===== src/rtl/cacheline_adaptor.sv =====
// 256-bit cacheline <-> 4x64-bit memory burst adaptor.
// Optional beat timeout via `define CACHELINE_ADAPTOR_TIMEOUT_EN.
module cacheline_adaptor #(
  parameter int s_line  = 256,
  parameter int s_burst = 64
`ifdef CACHELINE_ADAPTOR_TIMEOUT_EN
  ,
  parameter int TIMEOUT = 255
`endif
) (
  input  logic              clk,
  input  logic              rst,
  input  logic [s_line-1:0] line_i,
  output logic [s_line-1:0] line_o,
  input  logic [31:0]       address_i,
  input  logic              read_i,
  input  logic              write_i,
  output logic              resp_o,
  input  logic [s_burst-1:0] burst_i,
  output logic [s_burst-1:0] burst_o,
  output logic [31:0]       address_o,
  output logic              read_o,
  output logic              write_o,
  input  logic              resp_i,
  output logic              error_o
);

  localparam int num_beats = s_line / s_burst;
  localparam int CW = $clog2(num_beats);
  localparam logic [31:0] OFF_MASK = 32'(s_line / 8 - 1);
  localparam logic [CW-1:0] LAST = CW'(num_beats - 1);

  typedef enum logic [1:0] {
    IDLE,
    READ,
    WRITE,
    DONE
  } state_e;

  state_e            state_q, state_d;
  logic [CW-1:0]     cnt_q, cnt_d;
  logic [s_line-1:0] line_q, line_d;
  logic [s_line-1:0] wbuf_q, wbuf_d;
  logic [31:0]       addr_q, addr_d;

`ifdef CACHELINE_ADAPTOR_TIMEOUT_EN
  logic [7:0] idle_q, idle_d;
  logic       err_q, err_d;
`endif

  always_comb begin
    state_d = state_q;
    cnt_d   = cnt_q;
    line_d  = line_q;
    wbuf_d  = wbuf_q;
    addr_d  = addr_q;
    unique case (state_q)
      IDLE: begin
        // Write has priority when both requests are raised.
        if (write_i) begin
          addr_d  = address_i & ~OFF_MASK;
          wbuf_d  = line_i;
          state_d = WRITE;
        end else if (read_i) begin
          addr_d  = address_i & ~OFF_MASK;
          state_d = READ;
        end
      end
      READ: begin
        if (resp_i) begin
          line_d[int'(cnt_q)*s_burst +: s_burst] = burst_i;
          cnt_d = cnt_q + CW'(1);
          if (cnt_q == LAST) state_d = DONE;
        end
      end
      WRITE: begin
        if (resp_i) begin
          cnt_d = cnt_q + CW'(1);
          if (cnt_q == LAST) state_d = DONE;
        end
      end
      DONE: begin
        cnt_d   = '0;
        state_d = IDLE;
      end
      default: state_d = IDLE;
    endcase

`ifdef CACHELINE_ADAPTOR_TIMEOUT_EN
    idle_d = '0;
    err_d  = 1'b0;
    if ((state_q == READ || state_q == WRITE) && !resp_i) begin
      idle_d = idle_q + 8'd1;
      if (idle_d == 8'(TIMEOUT)) begin
        state_d = DONE;
        err_d   = 1'b1;
      end
    end
`endif
  end

  always_ff @(posedge clk or negedge rst) begin
    if (!rst) begin
      state_q <= IDLE;
      cnt_q   <= '0;
      line_q  <= '0;
      wbuf_q  <= '0;
      addr_q  <= '0;
    end else begin
      state_q <= state_d;
      cnt_q   <= cnt_d;
      line_q  <= line_d;
      wbuf_q  <= wbuf_d;
      addr_q  <= addr_d;
    end
  end

`ifdef CACHELINE_ADAPTOR_TIMEOUT_EN
  always_ff @(posedge clk or negedge rst) begin
    if (!rst) begin
      idle_q <= '0;
      err_q  <= 1'b0;
    end else begin
      idle_q <= idle_d;
      err_q  <= err_d;
    end
  end

  assign error_o = err_q;
`else
  assign error_o = 1'b0;
`endif

  assign line_o    = line_q;
  assign address_o = addr_q;
  assign read_o    = (state_q == READ);
  assign write_o   = (state_q == WRITE);
  assign resp_o    = (state_q == DONE);
  assign burst_o   = wbuf_q[int'(cnt_q)*s_burst +: s_burst];

endmodule


===== config.mk =====
export PLATFORM = sky130hd
export DESIGN_NAME = cacheline_adaptor
export DESIGN_NICKNAME = d
export VERILOG_FILES = /design/src/rtl/cacheline_adaptor.sv
export SDC_FILE = /design/constraint.sdc
export NUM_CORES = 1
export LEC_CHECK = 0
export BUFFER_PORTS_ARGS = -buffer_cell sky130_fd_sc_hd__buf_2
export CAP_MARGIN = 20
export CORE_AREA = 5 5 274 276
export DETAILED_ROUTE_END_ITERATION = 10
export DIE_AREA = 0 0 279 281
export PLACE_DENSITY = 0.61
export SLEW_MARGIN = 25
export SYNTH_ARGS = -nofsm -noshare
export SYNTH_HDL_FRONTEND = slang
export SYNTH_SLANG_ARGS = --single-unit

===== constraint.sdc =====
create_clock -name clk -period 5.6 [get_ports clk]
set_input_delay 1.12 -clock clk [delete_from_list [all_inputs] [get_ports clk]]
set_output_delay 1.12 -clock clk [all_outputs]
set_load 0.01 [all_outputs]

== Word level (Yosys, flattened, before mapping) ==
Index checks and enable logic that the tools add are counted.

* Register bits after elaboration: 548
* Word-level logic and storage cells: 36

* $add $sub $neg: 2
* Equal/unequal tests: 7
* Shift-type cells: 3
* Mux-type cells: 10
* Reductions and logical operators: 9

{| class="wikitable"
|+ Operators by type and width
! cell !! number
|-
| 256-bit bitwise mux || 1
|-
| 64-bit by 33-bit variable shift with 256-bit output (first input constant) || 1
|-
| 256-bit by 9-bit variable part select with 64-bit output || 1
|-
| 64-bit by 33-bit variable part select with 256-bit output || 1
|-
| 32-bit two-way mux || 2
|-
| 8-bit negator with 33-bit output || 1
|-
| 2-bit two-way mux || 5
|-
| 2-bit AND reduction || 4
|-
| 2-bit == test (second input constant) || 3
|-
| 2-bit case mux with 3 select lines || 1
|-
| 2-bit by 1-bit != test with 1-bit output (second input constant) || 2
|-
| 2-bit case mux with 2 select lines || 1
|-
| 2-bit nonzero test || 2
|-
| 3-bit != test (second input constant) || 1
|-
| 3-bit AND reduction || 1
|-
| 2-bit by 1-bit adder with 2-bit output (second input constant) || 1
|-
| 2-bit by 1-bit == test with 1-bit output (second input constant) || 1
|-
| 2-bit zero test || 1
|-
| 2-bit OR reduction || 1
|}

== Logic depth before layout (Yosys ltp) ==
Gate-level depths: netlist (run 1).

* Depth after elaboration: 4
* Mapped depth: 8
* Gate-level depth less buffers: 5

== Worst setup path before layout (run 1) ==
Ideal clock, no wire load.

* Kind: reg-to-output
* Start point: register cnt_q[0]
* End point: output burst_o[0]
* Arrival time: 1.671 ns
* Required time: 4.480 ns
* Setup slack: 2.809 ns
* Stages on the path, launching flop included: 5
* Path buffers: 3
* Cell sequence: dfrtp_1 > buf_2 > buf_2 > buf_2 > mux4_2

* Word-level cells in the longest chain between the ends: 1

{| class="wikitable"
|+ Ends and longest elaborated chain
! item !! RTL line !! RTL
|-
| from (decl) || 41 || <nowiki>logic [CW-1:0] cnt_q, cnt_d;</nowiki>
|-
| from (signal assigned) || 111 || <nowiki>cnt_q <= cnt_d;</nowiki>
|-
| 256-bit by 9-bit variable part select with 64-bit output || 139 || <nowiki>assign burst_o = wbuf_q[int'(cnt_q)*s_burst +: s_burst];</nowiki>
|-
| to (decl) || 20 || <nowiki>output logic [s_burst-1:0] burst_o,</nowiki>
|}

Every way passes these cells.

== Worst setup path after layout (run 1) ==
* Start point: register cnt_q[1]
* End point: output burst_o[0]

The elaborated chain is that of the path after synthesis.

==> flow_metrics.env, run 1 <==
export IMPL_status="finished clean"
export IMPL_syn_to_final_growth_pct=30.79
export IMPL_hold_class="in2async"
export IMPL_routed_wl_um=66460
export IMPL_synthMuxAreaShare_pct=21.87
export IMPL_setup_worst_path_class="reg2out"
export IMPL_startpoint_type="flip-flop"
export IMPL_yosysTopAreaCell="dfrtp_1"
export IMPL_antenna_found_initial=35
export IMPL_io_buffer_count=701
export IMPL_setup_viol=0
export IMPL_rsz0062_at_grt="no"
export IMPL_dr_pass1_iters=5
export IMPL_synth_main_ff_cell="dfrtp_1"
export IMPL_place_hpwl_um=47910
export IMPL_synth_cell_types=24
export IMPL_vdd_drop_max_mv=0.2914
export IMPL_synth_xor_xnor_area_share_pct=0
export IMPL_die_height_um=281
export IMPL_skew_ns=0.01252
export IMPL_synth_area_um2=21360
export IMPL_r2r_start="cnt_q[1]"
export IMPL_htree_levels=2
export IMPL_wl_per_cell_um=22.17
export IMPL_synth_edf_count=0
export IMPL_root_buffer="clkbuf_16"
export IMPL_p_leak_nw=13.87
export IMPL_ant_nets=0
export IMPL_synthArstFlopShare_pct=100.0
export IMPL_yosysMostFrequentCell="dfrtp_1"
export IMPL_crit_path_max_fanout=45
export IMPL_fin_crit_sh_pct=67.74
export IMPL_avgSynthCellArea_um2=16.47
export IMPL_drt_iter0_drc=721
export IMPL_synthTopCellsByArea="dfrtp_1 64%, mux2_2 15%, a22o_1 11%, mux4_2 6.7%, buf_2 1.2%"
export IMPL_reg2reg_to="line_o[168]"
export IMPL_path_clk_slew_ns=0.06
export IMPL_critPathArrivalTime_ns=2.67
export IMPL_synthTopCellsByCount="543 x dfrtp_1, 286 x mux2_2, 257 x a22o_1"
export IMPL_hold_slack_ns=0.4463
export IMPL_fin_nets=2349
export IMPL_reg2reg_depth=6
export IMPL_synth_top_family_by_area="multiplexers"
export IMPL_start_util_pct=29.53
export IMPL_cts_hold_fix_buffers=0
export IMPL_slew_headroom_pct=37.87
export IMPL_cts_resized_gates=0
export IMPL_grt_ovfl_total=0
export IMPL_post_cts_buffers=0
export IMPL_routed_via_count=14717
export IMPL_grt_max_degree=124
export IMPL_cp_endpoint="burst_o[0]"
export IMPL_dieArea_um2=78400
export IMPL_yosysSeqAreaShare_pct=63.60
export IMPL_die_x_um=279
export IMPL_maxSlewViolCount=0
export IMPL_critPathCaptureType="output port"
export IMPL_synth_adder_area_share_pct=0.6442
export IMPL_ioPinCount=713
export IMPL_clk_latency_ns=0.60
export IMPL_worstMarginPinSlew_ns=0.9320
export IMPL_fin_setup_tns_ns=0
export IMPL_reg2reg_setup_slack_ns=2.44
export IMPL_core_area_um2=72340
export IMPL_cts_path_max_buffers=3
export IMPL_fillerInstances=6861
export IMPL_synth_top_area_share_pct=63.60
export IMPL_synthCells=1297
export IMPL_final_hold_viol_count=0
export IMPL_vias_per_cell=4.909
export IMPL_synth_seq_cells=543
export IMPL_grt_pass1_vias=16299
export IMPL_power_mw=15.54
export IMPL_tritoncts="done"
export IMPL_cts_buffers=57
export IMPL_rows=99
export IMPL_final_layout_size_suffix_gt1_share_pct=58.14
export IMPL_grt_usage_pct=16.37
export IMPL_gp_congestion=0.8475
export IMPL_drv_cap=0
export IMPL_crit_required_ns=4.48
export IMPL_grt_pass1_wl_um=101200
export IMPL_clock_sinks=543
export IMPL_startpoint="cnt_q[1]"
export IMPL_powerDensity_nw_per_um2=556.3
export IMPL_period_needed_ns=3.794
export IMPL_synth_simple_area_share_pct=0.7262
export IMPL_drc=0
export IMPL_synth_compound_area_share_pct=10.62
export IMPL_yosys_warnings=0
export IMPL_timing_fmax_mhz=263.6
export IMPL_fin_util_pct=38.63
-- cells by family after synthesis --
group           after synthesis
compound gates              260
fa+ha+maj                    11
buf+inv                     108
flops                       543
mux                         351
other cells                   1
simple gates                 23
-- per-stage QoR --
stage                     std cells  setup slack (ns)  area [um2]
after floorplan                1302             2.809       21380
after global placement         2880             2.359       25880
after detailed placement       2880             2.334       25890
after CTS                      2984             1.666       27880
after global routing           2993             1.658       27930
final                          2998             1.806       27940
-- power by group --
part	switching, mW	total (mW)	internal, mW	leakage (nW)
sequential	0.842	6.27	5.43	6.93
clock	1.56	3.99	2.43	0.986
combinational	2.41	5.28	2.87	5.96
total	4.82	15.5	10.7	13.9
-- worst min-delay path by stage --
stage,start,end,slack (ns),cells past startpoint
after floorplan,wbuf_q[128],wbuf_q[128],0.47,1
after global placement,wbuf_q[101],wbuf_q[101],0.48,1
after detailed placement,line_o[224],line_o[224],0.49,1
after CTS,address_o[17],address_o[17],0.50,1
after global routing,rst,wbuf_q[4],0.47,1
final,rst,wbuf_q[4],0.45,1
-- routing by layer --
metal | share of wire, % | GRT usage [%] | up-vias
li1 | - | - | 6304
met1 | 37 | 19.22 | 7550
met2 | 49 | 28.24 | 690
met3 | 10 | 6.363 | 145
met4 | 2.7 | 4.400 | 28
met5 | 0.26 | 0 | -
-- worst max-delay path, cell delays in order, from the launching register on --
cell and delay, ns:
dfrtp_4 0.93, buf_4 0.51, mux4_2 0.42, buf_2 0.18
-- state kept, by name (all words and copies together), names as in the netlist --
signal	cells
address_o	27
cnt_q	2
line_o	256
wbuf_q	256
state_q	2
-- placed cells by master (no fill, tap or decap) --
| cell type | n |
|---|---|
| inv_8 | 1 |
| ha_1 | 11 |
| buf_8 | 1 |
| clkbuf_16 | 59 |
| nor2_1 | 3 |
| nor4_2 | 1 |
| nand3_2 | 4 |
| conb_1 | 6 |
| nand2_1 | 7 |
| diode_2 | 13 |
| nand2_4 | 1 |
| clkbuf_8 | 10 |
| mux2_2 | 286 |
| inv_1 | 5 |
| o21ai_0 | 1 |
| nand2b_1 | 2 |
| o21ai_4 | 1 |
| nor4_4 | 3 |
| buf_12 | 6 |
| buf_16 | 1 |
| nor4b_4 | 1 |
| bufinv_16 | 8 |
| buf_2 | 700 |
| clkinv_2 | 9 |
| mux2i_1 | 1 |
| nor3_2 | 1 |
| clkbuf_1 | 13 |
| buf_4 | 15 |
| dfrtp_4 | 2 |
| mux4_2 | 64 |
| a22oi_1 | 1 |
| inv_6 | 3 |
| clkinv_4 | 1 |
| dfrtp_1 | 541 |
| a22o_1 | 257 |
-- cell type report --
| class | instances | area [um2] | area share [%] |
|---|---|---|---|
| diodes | 13 | 32.53 | 0.1164 |
| clock buffers | 82 | 1663 | 5.951 |
| clock inverters | 22 | 331.6 | 1.187 |
| inverters | 5 | 18.77 | 0.06717 |
| multi-input cells | 651 | 7323 | 26.21 |
| flip-flops and latches | 543 | 13600 | 48.65 |
| well taps | 959 | 1200 | 4.294 |
| repair buffers | 723 | 3779 | 13.52 |
No activity file was read; power rests on OpenSTA's default activity.
==> run 2: changes to the inputs <==
ABC_AREA = 1   (was not set)
CORE_AREA = 5 5 273 275   (was 5 5 274 276)
DIE_AREA = 0 0 278 280   (was 0 0 279 281)
PLACE_DENSITY = 0.66   (was 0.61)
clock period = 3.88 ns   (was 5.6 ns; I/O delays follow)
==> run 2 against run 1 <==
Compared with the run above: combinational power rose by 89%; worst setup slack got worse by 1.3 ns; hold slack got worse by 0.32 ns; utilization rose by 4.6 points; cell area rose by 12%; non-clock buffer count rose by 49; first-iteration DRC count rose to 2.6 times the previous value; critical endpoint unchanged; die area fell by 0.71%; clock skew rose by 0.017 ns.
==> flow_metrics.env, run 2 <==
export IMPL_grt_pass1_vias=22477
export IMPL_top_layer_used="met5"
export IMPL_dpl_cell_count=4663
export IMPL_met3_length_um=8377
export IMPL_fin_setup_tns_ns=0
export IMPL_fin_area_um2=31170
export IMPL_critPathCaptureType="output port"
export IMPL_period_needed_ns=3.409
export IMPL_drt_iter0_drc=1849
export IMPL_path_clk_slew_ns=0.06
export IMPL_startpoint_type="flip-flop"
export IMPL_die_x_um=278
export IMPL_synth_area_um2=24510
export IMPL_drv_cap=0
export IMPL_synthTopCellsByArea="dfrtp_1 55%, nand2_1 21%, nor2_1 4.9%, nand3_1 4.9%, inv_1 3.5%"
export IMPL_wl_per_cell_um=19.77
export IMPL_cts_resized_gates=0
export IMPL_antenna_found_initial=46
export IMPL_wl_met1_um=36530
export IMPL_die_height_um=280
export IMPL_rows=99
export IMPL_layoutNonFillerInstCount=4799
export IMPL_r2r_start="cnt_q[0]"
export IMPL_crit_required_ns=3.10
export IMPL_status="finished clean"
export IMPL_routed_via_count=23121
export IMPL_routed_wl_um=94880
export IMPL_setup_worst_path_class="reg2out"
export IMPL_gp_congestion=0.9456
export IMPL_ant_nets=0
export IMPL_synth_xor_xnor_area_share_pct=0
export IMPL_dpl_cell_area_um2=29070
export IMPL_tritoncts="done"
export IMPL_rsz0062_at_grt="no"
export IMPL_clock_sinks=543
export IMPL_grt_ovfl_total=0
export IMPL_layout_common_cells="1348 x nand2_1, 699 x buf_2, 542 x dfrtp_1, 321 x nor2_1, 236 x nand3_1"
export IMPL_synth_compound_area_share_pct=5.223
export IMPL_startpoint="cnt_q[0]"
export IMPL_cts_buffers=61
export IMPL_worstMarginPinSlew_ns=0.9536
export IMPL_grt_pass1_wl_um=141700
export IMPL_skew_ns=0.02934
export IMPL_maxSlewViolCount=0
export IMPL_synthArstFlopShare_pct=100.0
export IMPL_avgSynthCellArea_um2=7.812
export IMPL_cts_path_max_buffers=3
export IMPL_drc=0
export IMPL_timing_fmax_mhz=293.3
export IMPL_synth_edf_count=0
export IMPL_synth_simple_area_share_pct=30.81
export IMPL_ioPinCount=713
export IMPL_place_hpwl_um=68010
export IMPL_synth_top_area_share_pct=55.44
export IMPL_syn_to_final_growth_pct=27.20
export IMPL_multiInputGateArea_um2=9067
export IMPL_setup_viol=0
export IMPL_yosys_warnings=0
export IMPL_vias_per_cell=4.818
export IMPL_synthTopCellsByCount="1349 x nand2_1, 543 x dfrtp_1, 323 x nor2_1"
export IMPL_grt_usage_pct=23.49
export IMPL_start_util_pct=33.99
export IMPL_synthMuxAreaShare_pct=0
export IMPL_fin_nets=4135
export IMPL_synth_main_ff_cell="dfrtp_1"
export IMPL_synth_adder_area_share_pct=0.5616
export IMPL_p_leak_nw=18.49
export IMPL_grt_max_degree=115
export IMPL_critPathArrivalTime_ns=2.63
export IMPL_io_buffer_count=701
export IMPL_synthCells=3137
export IMPL_fillerInstances=7324
export IMPL_wl_met2_um=45460
export IMPL_clk_latency_ns=0.64
export IMPL_cts_hold_fix_buffers=0
export IMPL_synth_top_family_by_area="simple AND/OR/NAND/NOR gates"
export IMPL_final_hold_viol_count=0
export IMPL_crit_path_max_fanout=42
export IMPL_yosysTopAreaCell="dfrtp_1"
export IMPL_layout_commonest_cell="nand2_1"
export IMPL_post_cts_buffers=0
export IMPL_synth_seq_cells=543
export IMPL_yosysMostFrequentCell="nand2_1"
export IMPL_synth_cell_types=24
export IMPL_seqCellArea_um2=13590
export IMPL_dr_pass1_iters=8
export IMPL_fin_crit_sh_pct=87.87
export IMPL_vdd_drop_max_mv=0.4526
export IMPL_root_buffer="clkbuf_16"
export IMPL_hold_class="in2async"
export IMPL_dieArea_um2=77840
export IMPL_slew_headroom_pct=35.75
export IMPL_final_layout_size_suffix_gt1_share_pct=23.21
export IMPL_yosysSeqAreaShare_pct=55.44
export IMPL_htree_levels=2
export IMPL_powerDensity_nw_per_um2=791.6
export IMPL_core_area_um2=72090
run 2: worst max-delay path: stages, from the launching register on:
cell,delay [ns]
dfrtp_4,0.51
inv_8,0.26
buf_4,0.27
buf_4,0.19
nand2_1,0.06
o211ai_1,0.28
nand2_1,0.20
buf_2,0.19
run 2: cell type report:
type / instances / share of cell area (%)
Sequential cell: 543 / 43.60
Multi-Input combinational cell: 2159 / 29.09
Timing Repair Buffer: 772 / 13.90
Clock buffer: 94 / 5.808
Tap cell: 959 / 3.849
Inverter: 230 / 2.810
Clock inverter: 20 / 0.7706
Antenna cell: 22 / 0.1766
run 2: metal layers:
| metal | global-route usage (%) | vias up |
|---|---|---|
| li1 | - | 10922 |
| met1 | 28.94 | 10953 |
| met2 | 39.52 | 1012 |
| met3 | 6.357 | 210 |
| met4 | 9.344 | 24 |
| met5 | 0 | - |
run 2: cell families (layout without fill, tap and decap cells):
group | count (synthesis) | count (layout)
simple gates | 1919 | 1919
flops | 543 | 543
buf+inv | 440 | 1116
compound gates | 223 | 223
fa+ha+maj | 11 | 11
other cells | 1 | 28
run 2: metrics by stage:
step           hold WS [ns]  total power [mW]  setup WS, ns  utilization (%)
3_5_place_dp         0.4535             18.92         1.142            40.32
6_report             0.1219             24.68        0.4706            43.24
4_1_cts              0.1195             24.96        0.4510            43.17
2_1_floorplan        0.4366             14.43         1.847                -
5_1_grt              0.1294             26.38        0.3920            43.21
3_3_place_gp         0.4480             18.74         1.157            40.32
run 2: worst paths after layout:
| check | slack [ns] | endpoint | cells after the start |
|---|---|---|---|
| min in group clk | 0.38 | wbuf_q[237] | 3 |
| setup reg to reg | 1.32 | line_o[77] | 8 |
| hold reg to reg | 0.47 | wbuf_q[246] | 2 |
| hold / removal | 0.12 | wbuf_q[205] | 1 |
| max in group asynchronous | 2.74 | wbuf_q[41] | 2 |
| setup / recovery | 0.47 | burst_o[0] | 7 |
run 2: where the power goes:
part	switching [mW]	total (mW)	internal [mW]
logic	6.73	9.97	3.24
clock network	2.46	5.93	3.48
registers	1.06	8.78	7.72
total	10.2	24.7	14.4
==> run 3: changes to the inputs <==
GPL_ROUTABILITY_DRIVEN = 0   (was not set)
REMOVE_ABC_BUFFERS = 1   (was not set)
==> run 3 against run 2 <==
Compared with the run above: sequential cell count is the same; register-to-register slack lost 0.02 ns; cell area shrank 0.94%; critical path depth shrank 1; routed wire length shrank 14%; cell count shrank 0.73%; largest cell class unchanged; non-clock buffer count shrank 16; maximum frequency grew 2.7%; sequential power is essentially flat; combinational power shrank 7.6%; count of clock-buffer cells in the layout shrank 8.
==> flow_metrics.env, run 3 (synthesis gave the netlist of run 2 again) <==
export IMPL_grt_pass1_vias=22248
export IMPL_routed_via_count=22707
export IMPL_reg2reg_setup_slack_ns=1.30
export IMPL_crit_required_ns=3.10
export IMPL_dpl_cell_area_um2=28850
export IMPL_hold_class="in2async"
export IMPL_p_leak_nw=18.39
export IMPL_rows=99
export IMPL_p_comb_share_pct=38.7
export IMPL_dieArea_um2=77840
export IMPL_layoutNonFillerInstCount=4764
export IMPL_startpoint_type="flip-flop"
export IMPL_grt_max_degree=150
export IMPL_reg2reg_depth=7
export IMPL_period_needed_ns=3.319
export IMPL_root_buffer="clkbuf_16"
export IMPL_internal_power_mw=14.23
export IMPL_clock_sinks=543
export IMPL_grt_usage_pct=20.22
export IMPL_cts_resized_gates=0
export IMPL_critPathTopFamily="buffers and inverters"
export IMPL_dr_pass1_iters=6
export IMPL_power_mw=23.79
export IMPL_drc=0
export IMPL_grt_pass1_wl_um=126300
export IMPL_swShare_pct=40.16
export IMPL_vdd_drop_max_mv=0.4810
export IMPL_vias_per_cell=4.766
export IMPL_io_buffer_count=701
export IMPL_tritoncts="done"
export IMPL_layout_common_cells="1348 x nand2_1, 699 x buf_2, 542 x dfrtp_1, 321 x nor2_1, 236 x nand3_1"
export IMPL_routed_wl_um=81990
export IMPL_drv_cap=0
export IMPL_place_ws_ns=1.224
export IMPL_fin_crit_sh_pct=85.54
export IMPL_htree_levels=2
export IMPL_post_cts_buffers=0
export IMPL_die_height_um=280
export IMPL_start_util_pct=33.99
export IMPL_cts_hold_fix_buffers=0
export IMPL_antenna_found_initial=33
export IMPL_path_clk_slew_ns=0.06
export IMPL_setup_viol=0
export IMPL_setup_worst_path_class="reg2out"
export IMPL_crit_buf_inv=3
export IMPL_die_x_um=278
export IMPL_fin_nets=4117
export IMPL_slew_headroom_pct=30.07
export IMPL_reg2reg_to="line_o[106]"
export IMPL_final_hold_viol_count=0
export IMPL_status="finished clean"
export IMPL_critPathCaptureType="output port"
export IMPL_p_switching_mw=9.553
export IMPL_core_area_um2=72090
export IMPL_fin_area_um2=30880
export IMPL_final_layout_size_suffix_gt1_share_pct=22.99
export IMPL_startpoint="cnt_q[0]"
export IMPL_powerDensity_nw_per_um2=770.2
export IMPL_critPathArrivalTime_ns=2.54
export IMPL_syn_to_final_growth_pct=26.01
export IMPL_dpl_cell_count=4647
export IMPL_clk_latency_ns=0.62
export IMPL_layout_commonest_cell="nand2_1"
export IMPL_slowest_delay_ns=0.52
export IMPL_maxSlewViolCount=0
export IMPL_place_hpwl_um=56070
export IMPL_wl_per_cell_um=17.21
export IMPL_clockPowerShare_pct=24.5
export IMPL_fin_setup_tns_ns=0
export IMPL_cp_cell_sequence="inv_8 -> buf_4 -> nand2_1 -> o211ai_1 -> nand2_1 -> buf_2"
export IMPL_drt_iter0_drc=1523
export IMPL_cpMostUsedCell="nand2_1"
export IMPL_cts_buffers=59
export IMPL_worstMarginPinSlew_ns=1.049
export IMPL_ioPinCount=713
export IMPL_grt_ovfl_total=0
export IMPL_seq_power_share_pct=36.8
export IMPL_r2r_start="cnt_q[0]"
export IMPL_rsz0062_at_grt="no"
export IMPL_skew_ns=0.01947
export IMPL_ant_nets=0
export IMPL_cp_slowest_cell="dfrtp_4"
export IMPL_timing_fmax_mhz=301.3
export IMPL_fin_ws_ns=0.5612
export IMPL_cts_path_max_buffers=3
export IMPL_crit_path_max_fanout=87
## run 3: cell types whose count changed in the layout (fill, tap and decap cells not counted), moves of 2 or more
| cell | previous run | this run |
|---|---|---|
| diode_2 | 22 | 7 |
| buf_4 | 49 | 40 |
| buf_12 | 22 | 15 |
| clkbuf_1 | 17 | 10 |
| clkinv_2 | 7 | 13 |
| clkbuf_16 | 61 | 59 |
| clkinvlp_4 | 4 | 2 |
## run 3: cell type report
class,count,area (um2)
flip-flops and latches,543,13590
fillers,7299,41210
well taps,959,1200
multi-input cells,2159,9060
inverters,230,873.3
clock buffers,86,1748
repair buffers,756,4125
diodes,7,17.52
clock inverters,24,265.3
## run 3: worst max-delay path by stage
stage / endpoint / cells past startpoint
after floorplan: wbuf_q[0] / 5
after global placement: burst_o[40] / 5
after detailed placement: burst_o[40] / 5
after CTS: burst_o[40] / 5
after global routing: burst_o[40] / 6
final: burst_o[40] / 6
## run 3: metrics by stage
step / hold WS, ns / util [%]
after floorplan: 0.4366 / -
after global placement: 0.4480 / 40.02
after detailed placement: 0.4532 / 40.02
after CTS: 0.1839 / 42.81
after global routing: 0.2040 / 42.82
final: 0.1738 / 42.84
## run 3: power groups by stage
stage,sequential (mW),combinational [mW],clock (mW)
CTS,8.73,9.39,5.95
floorplan,9.06,5.19,0
global route,8.97,10.4,6.19
detailed placement,8.81,9.34,0
finish,8.75,9.21,5.82
global placement,8.75,9.24,0
## run 3: per-layer routing
metal	up-vias	track usage, %	wire [um]
met4	44	6.187	2663
li1	10879	-	-
met2	855	33.95	38740
met1	10756	25.72	33500
met3	173	5.542	6824
met5	-	0	252
